### src/rtl/dcache_flush_responder_pkg.sv
// Shared types for the cache flush handshake.
// Phase encoding plus writeback address composition.
package CacheSystemTypes;

    typedef enum logic [2:0] {
        FR_IDLE,
        FR_READ,
        FR_CHECK,
        FR_WB,
        FR_DONE,
        FR_HOLD
    } FlushRespPhase;

    // {tag, index, zero offset}; caller truncates to its address width
    function automatic logic [63:0] FLUSH_WB_ADDR(
        input logic [63:0] tag,
        input logic [63:0] idx,
        input int          idxW,
        input int          offW
    );
        logic [63:0] a;
        a = (tag << idxW) | idx;
        return a << offW;
    endfunction

endpackage

### src/rtl/dcache_flush_responder_way_picker.sv
// Lowest-set-bit priority encoder over the pending writeback mask.
// Reports the chosen way and whether any bit is set.
module flush_way_picker #(
    parameter int WAYS  = 2,
    parameter int WAY_W = 1
) (
    input  logic [WAYS-1:0]  pending,
    output logic [WAY_W-1:0] way,
    output logic             any
);

    always_comb begin
        way = '0;
        any = 1'b0;
        for (int i = WAYS - 1; i >= 0; i--) begin
            if (pending[i]) begin
                way = WAY_W'(i);
                any = 1'b1;
            end
        end
    end

endmodule

### src/rtl/dcache_flush_responder.sv
// Cache-side flush walker: reads every set, writes back dirty
// ways, invalidates, signals completion and holds until released.
module dcache_flush_responder
    import CacheSystemTypes::*;
#(
    parameter int SETS     = 64,
    parameter int WAYS     = 2,
    parameter int ADDR_W   = 32,
    parameter int OFFSET_W = 4,
    localparam int IDX_W   = $clog2(SETS),
    localparam int TAG_W   = ADDR_W - IDX_W - OFFSET_W,
    localparam int WAY_W   = (WAYS > 1) ? $clog2(WAYS) : 1
) (
    input  logic                    clk,
    input  logic                    rstN,
    input  logic                    flushReq,
    output logic                    flushReqAck,
    output logic                    flushComplete,
    input  logic                    flushAllComplete,
    input  logic                    cacheBusy,
    output logic                    flushing,
    output logic                    tagRdEn,
    output logic [IDX_W-1:0]        tagRdIndex,
    input  logic [WAYS-1:0]         tagRdValid,
    input  logic [WAYS-1:0]         tagRdDirty,
    input  logic [WAYS*TAG_W-1:0]   tagRdTag,
    output logic                    wbReq,
    input  logic                    wbAck,
    output logic [ADDR_W-1:0]       wbAddr,
    output logic [WAY_W-1:0]        wbWay,
    output logic                    invEn
);

    FlushRespPhase state;

    logic [IDX_W-1:0]      index;
    logic [WAYS-1:0]       pendingQ;
    logic [WAYS*TAG_W-1:0] tagsQ;
    logic                  fresh;

    logic [WAYS-1:0]       curPending;
    logic [WAYS*TAG_W-1:0] curTags;
    logic [WAY_W-1:0]      pickWay;
    logic                  pickAny;
    logic [TAG_W-1:0]      pickTag;

    // Array data is live only on the first CHECK after READ
    assign curPending = fresh ? (tagRdValid & tagRdDirty) : pendingQ;
    assign curTags    = fresh ? tagRdTag : tagsQ;
    assign pickTag    = curTags[int'(pickWay)*TAG_W +: TAG_W];

    flush_way_picker #(
        .WAYS  (WAYS),
        .WAY_W (WAY_W)
    ) uPicker (
        .pending (curPending),
        .way     (pickWay),
        .any     (pickAny)
    );

    assign flushReqAck   = (state == FR_IDLE) && !cacheBusy;
    assign flushing      = (state != FR_IDLE);
    assign tagRdEn       = (state == FR_READ);
    assign tagRdIndex    = index;
    assign flushComplete = (state == FR_DONE);
    assign invEn         = (state == FR_CHECK) && !pickAny;

    always_ff @(posedge clk or negedge rstN) begin
        if (!rstN) begin
            state    <= FR_IDLE;
            index    <= '0;
            pendingQ <= '0;
            tagsQ    <= '0;
            fresh    <= 1'b0;
            wbReq    <= 1'b0;
            wbAddr   <= '0;
            wbWay    <= '0;
        end else begin
            unique case (state)
                FR_IDLE: begin
                    if (flushReq && !cacheBusy) begin
                        index <= '0;
                        state <= FR_READ;
                    end
                end
                FR_READ: begin
                    fresh <= 1'b1;
                    state <= FR_CHECK;
                end
                FR_CHECK: begin
                    fresh    <= 1'b0;
                    pendingQ <= curPending;
                    tagsQ    <= curTags;
                    if (pickAny) begin
                        wbReq  <= 1'b1;
                        wbWay  <= pickWay;
                        wbAddr <= ADDR_W'(FLUSH_WB_ADDR(
                            64'(pickTag), 64'(index),
                            IDX_W, OFFSET_W));
                        state  <= FR_WB;
                    end else if (index == IDX_W'(SETS - 1)) begin
                        state <= FR_DONE;
                    end else begin
                        index <= index + 1'b1;
                        state <= FR_READ;
                    end
                end
                FR_WB: begin
                    if (wbAck) begin
                        wbReq    <= 1'b0;
                        pendingQ <= pendingQ & ~(WAYS'(1) << wbWay);
                        state    <= FR_CHECK;
                    end
                end
                FR_DONE: state <= FR_HOLD;
                FR_HOLD: begin
                    if (flushAllComplete) state <= FR_IDLE;
                end
                default: state <= FR_IDLE;
            endcase
        end
    end

endmodule

### config.mk
export PLATFORM = sky130hd
export DESIGN_NAME = dcache_flush_responder
export DESIGN_NICKNAME = d
export VERILOG_FILES = /design/src/rtl/dcache_flush_responder_pkg.sv /design/src/rtl/dcache_flush_responder_way_picker.sv /design/src/rtl/dcache_flush_responder.sv
export SDC_FILE = /design/constraint.sdc
export NUM_CORES = 1
export LEC_CHECK = 0
export CAP_MARGIN = 20
export CORE_ASPECT_RATIO = 0.6
export CORE_MARGIN = 3
export CORE_UTILIZATION = 50
export CTS_CLUSTER_SIZE = 25
export DETAILED_ROUTE_END_ITERATION = 12
export PLACE_DENSITY = 0.81
export SLEW_MARGIN = 0
export SYNTH_ARGS = -nofsm -noshare
export SYNTH_HDL_FRONTEND = slang
export SYNTH_SLANG_ARGS = --single-unit
### constraint.sdc
create_clock -name clk -period 2.3 [get_ports clk]
set_input_delay 0.23 -clock clk [delete_from_list [all_inputs] [get_ports clk]]
set_output_delay 0.23 -clock clk [all_outputs]
set_load 0.03 [all_outputs]
### Yosys cells after proc, flatten, opt, wreduce, memory -nomap -nowiden

Index checks and enable logic that the tools add are counted.

| cells by class | value |
|---|---|
| add/sub/neg operators | 1 |
| $mul | 1 |
| divide/modulo/power cells | 0 |
| $lt $le $gt $ge | 0 |
| equality and inequality tests | 12 |
| shifts and indexed selects | 2 |
| muxes and demuxes | 21 |
| bitwise gates (word level) | 4 |
| reduce and logical (&&, ||, !) cells | 15 |

Operators with widths:

| kind | count |
|---|---|
| 2-to-1 mux 44 bit | 1 |
| indexed part select 44 x 7 -> 22 bit | 1 |
| OR 28 x 6 -> 28 bit | 1 |
| 2-to-1 mux 6 bit | 3 |
| one-hot mux 3 bit (6 select lines) | 1 |
| 2-to-1 mux 3 bit | 5 |
| one-hot mux 6 bit (2 select lines) | 1 |
| inequality test 2 bit (second input constant) | 5 |
| adder 6 x 1 -> 6 bit (second input constant) | 1 |
| == test 3 x 2 -> 1 bit (second input constant) | 2 |
| == test 3 bit (second input constant) | 2 |
| == test 6 bit (second input constant) | 1 |
| AND reduction 3 bit | 2 |
| nonzero test 2 bit | 3 |
| multiplier 1 x 4 -> 5 bit (second input constant) | 1 |
| 2-to-1 mux 1 bit | 5 |
| bitwise AND 2 bit | 2 |
| 2-to-1 mux 2 bit | 2 |
| one-hot mux 1 bit (2 select lines) | 2 |
| one-hot mux 2 bit (2 select lines) | 1 |
| AND reduction 2 bit | 2 |
| AND reduction 4 bit | 1 |
| == test 3 x 1 -> 1 bit (second input constant) | 1 |
| logical AND 1 bit | 3 |
| 6 further kinds | 7 |

| word-level totals | value |
|---|---|
| register bits after elaboration | 86 |
| bits in latches | 0 |
| bits in writable memories | 0 |
| ROM bits | 0 |
| input port bits | 54 |
| output and inout port bits | 45 |
| memories kept | 0 |

### Longest topological paths before layout

| logic depth | value |
|---|---|
| depth after elaboration | 7 |
| mapped depth | 6 |

### Cells and area by module

Synthesis repeated with hierarchy kept, for this count alone.

| unflattened totals | value |
|---|---|
| cells, all modules | 274 |
| area, all modules | 4,294.1 um2 |

By module, submodules not included:

| module | instances | cells an instance | area an instance (um2) | seq. area each (um2) |
|---|---|---|---|---|
| dcache_flush_responder | 1 | 272 | 4,281.6 | 2,152.1 |
| flush_way_picker | 1 | 2 | 12.5 | 0.0 |

### Worst setup path after synthesis

No wires, ideal clock.

| timing path | value |
|---|---|
| path kind | register -> output |
| start | reg state[0] |
| end | out flushReqAck |
| arrival | 1.432 ns |
| required time | 2.070 ns |
| setup slack | 0.638 ns |
| stages on the path, launching flop included | 3 |
| path through | dfrtp_1 -> or3_1 -> nor2_1 |

| on the way | value |
|---|---|
| longest elaborated chain between the ends | 2 |

Ends and longest elaborated chain:

| element | RTL line | text |
|---|---|---|
| start: declaration | dcache_flush_responder.sv:34 | `FlushRespPhase state;` |
| start signal: assignment | dcache_flush_responder.sv:70 | `state <= FR_IDLE;` |
| start signal: assignment | dcache_flush_responder.sv:83 | `state <= FR_READ;` |
| start signal: assignment | dcache_flush_responder.sv:88 | `state <= FR_CHECK;` |
| zero test 3 bit | dcache_flush_responder.sv:61 | `assign flushReqAck = (state == FR_IDLE) && !cacheBusy;` |
| logical AND 1 bit | dcache_flush_responder.sv:61 |  |
| end: declaration | dcache_flush_responder.sv:17 | `output logic flushReqAck,` |

No other way between the ends.

### Final worst setup path

| timing path | value |
|---|---|
| start | reg state[1] |
| end | out flushing |

| on the way | value |
|---|---|
| longest elaborated chain between the ends | 1 |

Ends and longest elaborated chain:

| element | RTL line | text |
|---|---|---|
| nonzero test 3 bit | dcache_flush_responder.sv:62 | `assign flushing = (state != FR_IDLE);` |
| end: declaration | dcache_flush_responder.sv:21 | `output logic flushing,` |

No other way between the ends.

==> metrics.csv <==
stage,metric,value,unit
status,outcome,finished clean,
timing,whs,0.462,ns
global_route,grt_max_degree,50,
routing,vias_per_cell,5.80,
routing,totalWireLength,9.78,mm
clock_tree,htree_levels,3,
timing,skew,0.00244,ns
placed_design,io_buffer_count,94,
worst_setup_path,worstPathArrival,1.85,ns
run,maxCapViolCount,0,
routing,first_iter_violations,205,
worst_setup_path,critPathLaunchType,register,
clock_tree,post-cts-setup-buffers,0,
logic_synthesis,synthTopCellsByArea,"dfrtp_1 53%, mux2_2 12%, mux2i_1 5.9%",
clock_tree,clkLatencyLatePin,0.33,ns
timing,tns,0,ns
global_route,grt_overflow_total,0,
clock_tree,cts.path.max_buffers,2,
logic_synthesis,ys_ff_latch,86,
timing,period_share,90.3,%
worst_setup_path,critPathRequiredTime,2.07,ns
timing,relSlewSlack,39.2,%
floorplanning,die_h,76.1,µm
routing,vias,3114,
worst_setup_path,path_class,reg2out,
power_and_ir_drop,vdd_drop_max,0.877,mV
floorplanning,coreArea,0.00760,mm²
worst_setup_path,path_max_fanout,9,
power_and_ir_drop,p_leak,2.30,nW
final_layout,fillers,503,
logic_synthesis,yosysSeqAreaShare,52.5,%
global_route,antenna_found_initial,0,
placed_design,dp_hpwl,6.70,mm
global_route,grt_pass1_wl,15.9,mm
routing,topRoutingLayerUsed,met4,
timing,worstMarginPinSlew,0.909,ns
logic_synthesis,yosys.area.top_type,dfrtp_1,
logic_synthesis,synth_edf_count,0,
floorplanning,std_cell_rows,24,
clock_tree,tritoncts.num_buffers,9,
routing,firstDrtPassIters,4,
timing,fmax,481,MHz
logic_synthesis,syn-cell-area,0.00410,mm²
timing,rsz0062_at_grt,false,
clock_tree,path_clk_slew,0.06,ns
clock_tree,cts-root-buf,clkbuf_16,
timing,drv_slew,0,
logic_synthesis,synth_cell_types,43,
logic_synthesis,synthTopCellsByCount,"86 x dfrtp_1, 45 x mux2_2, 36 x nand2_1",
routing,avgRoutedWirePerCell,18.2,µm
final_layout,diodes,0,
worst_hold_path,hold_class,in2async,
worst_setup_path,end_kind,output pin,
logic_synthesis,yosys.area.top_type_share,52.5,%
floorplanning,design.portCount,99,
logic_synthesis,syn_avg_cell_area,12.2,µm²
routing,met1Wirelength,4.43,mm
logic_synthesis,netlist_instances,336,
final_layout,areaGrowthSynthToFinish,33.1,%
logic_synthesis,synthMostInstantiatedCell,dfrtp_1,
final_layout,ff_latch_area,0.00215,mm²
logic_synthesis,synth-main-ff-cell,dfrtp_1,
clock_tree,clock-sinks,86,
global_route,grt_pass1_vias,3141,
routing,drc,0,
routing,wl_met3,685,µm
final_layout,drive_gt1_share,18.9,%
floorplanning,dieArea,0.00936,mm²
placed_design,place_congestion,0.781,
final_layout,fin_nets,485,
floorplanning,die_w,123,µm
power_and_ir_drop,power_density,1500,mW/mm²
global_route,grtUsageTotal,21.9,%
floorplanning,start_util,54.0,%
logic_synthesis,async_flop_share,100,%
logic_synthesis,ys_warn_count,0,
timing,setup_viol,0,
final_layout,multi_input_area,0.00181,mm²
routing,met2_length,4.55,mm
timing,fin_crit,2.08,ns
timing,hold_viol_final,0,
routing,antenna_left,0,
clock_tree,cts_tree,done,
## path summary, 6_finish.rpt
kind | from | endpoint | slack, ns | depth (start not counted)
worst max register to register | fresh | state[0] | 0.42 | 3
min in group clk | wbAddr[12] | wbAddr[12] | 0.50 | 1
worst max-delay path | state[1] | flushing | 0.22 | 2
worst min-delay path | rstN | wbAddr[7] | 0.46 | 2
worst min register to register | wbAddr[12] | wbAddr[12] | 0.50 | 1
max in group asynchronous | rstN | wbAddr[13] | 1.21 | 3
## worst max-delay path, stage by stage, from the launching register on
cell and delay (ns):
dfrtp_1 0.46, or3_1 0.43, clkdlybuf4s50_1 0.62
## power by group
part	leakage, nW	total, mW	internal, mW	switching (mW)
logic	1.13	4.10	2.01	2.10
registers	1.04	2.78	2.28	0.509
clock network	0.128	1.28	0.745	0.534
total	2.30	8.17	5.03	3.14
## sequential cells by signal, indices dropped and copies added (netlist names)
name        cells
wbReq           1
fresh           1
tagRdIndex      6
wbWay           1
tagsQ          44
state           3
wbAddr         28
pendingQ        2
## layer usage
metal | global-route usage [%] | vias up
met5 | 0 | -
met1 | 29.1 | 1560
li1 | - | 1436
met3 | 6.23 | 10
met2 | 34.7 | 108
met4 | 7.26 | 0
## cells by family after synthesis
group	count (synthesis)	synth area share (%)
adder cells (fa/ha/maj)	1	0.305
AO/OA/AOI/OAI	73	15.7
AND/OR/NAND/NOR	66	7.85
other	1	0.0915
flip-flops	86	52.5
buffers and inverters	36	4.27
multiplexers	73	19.3
## per-stage QoR
step	setup WS (ns)	std cells	util, %	cell area (µm²)	total power, mW
after floorplan	0.638	339	-	4110	5.47
after global placement	0.381	521	68.0	5170	6.74
after detailed placement	0.288	521	68.0	5170	6.90
after CTS	0.0518	536	71.5	5430	8.22
after global routing	0.162	537	71.8	5460	8.67
final	0.223	537	71.8	5460	8.17
## final cells by class
| cell class | instances | share of cell area [%] |
|---|---|---|
| inverters | 7 | 0.482 |
| multi-input cells | 217 | 33.2 |
| clock buffers | 12 | 4.52 |
| clock inverters | 2 | 0.183 |
| flip-flops and latches | 86 | 39.5 |
| repair buffers | 109 | 19.8 |
| well taps | 104 | 2.39 |
## repair_timing
item / CTS / global route
setup endpoints to repair: 0 / 1
resized for setup: 0 / 1
hold endpoints to repair: 47 / 0
hold buffers: 1 / 0
## placed cells by master (no fill, tap or decap), drive strengths merged, types with 3 or more instances in the layout
cell,n
a221o,22
a22oi,3
a32o,22
buf,16
clkbuf,12
clkdlybuf4s50,91
conb,4
dfrtp,86
inv,7
mux2,49
mux2i,24
nand2,36
nand2b,4
nand3,6
nor2,8
nor2b,3
o211ai,4
o21ai,11
No activity file was read; power rests on OpenSTA's default activity.
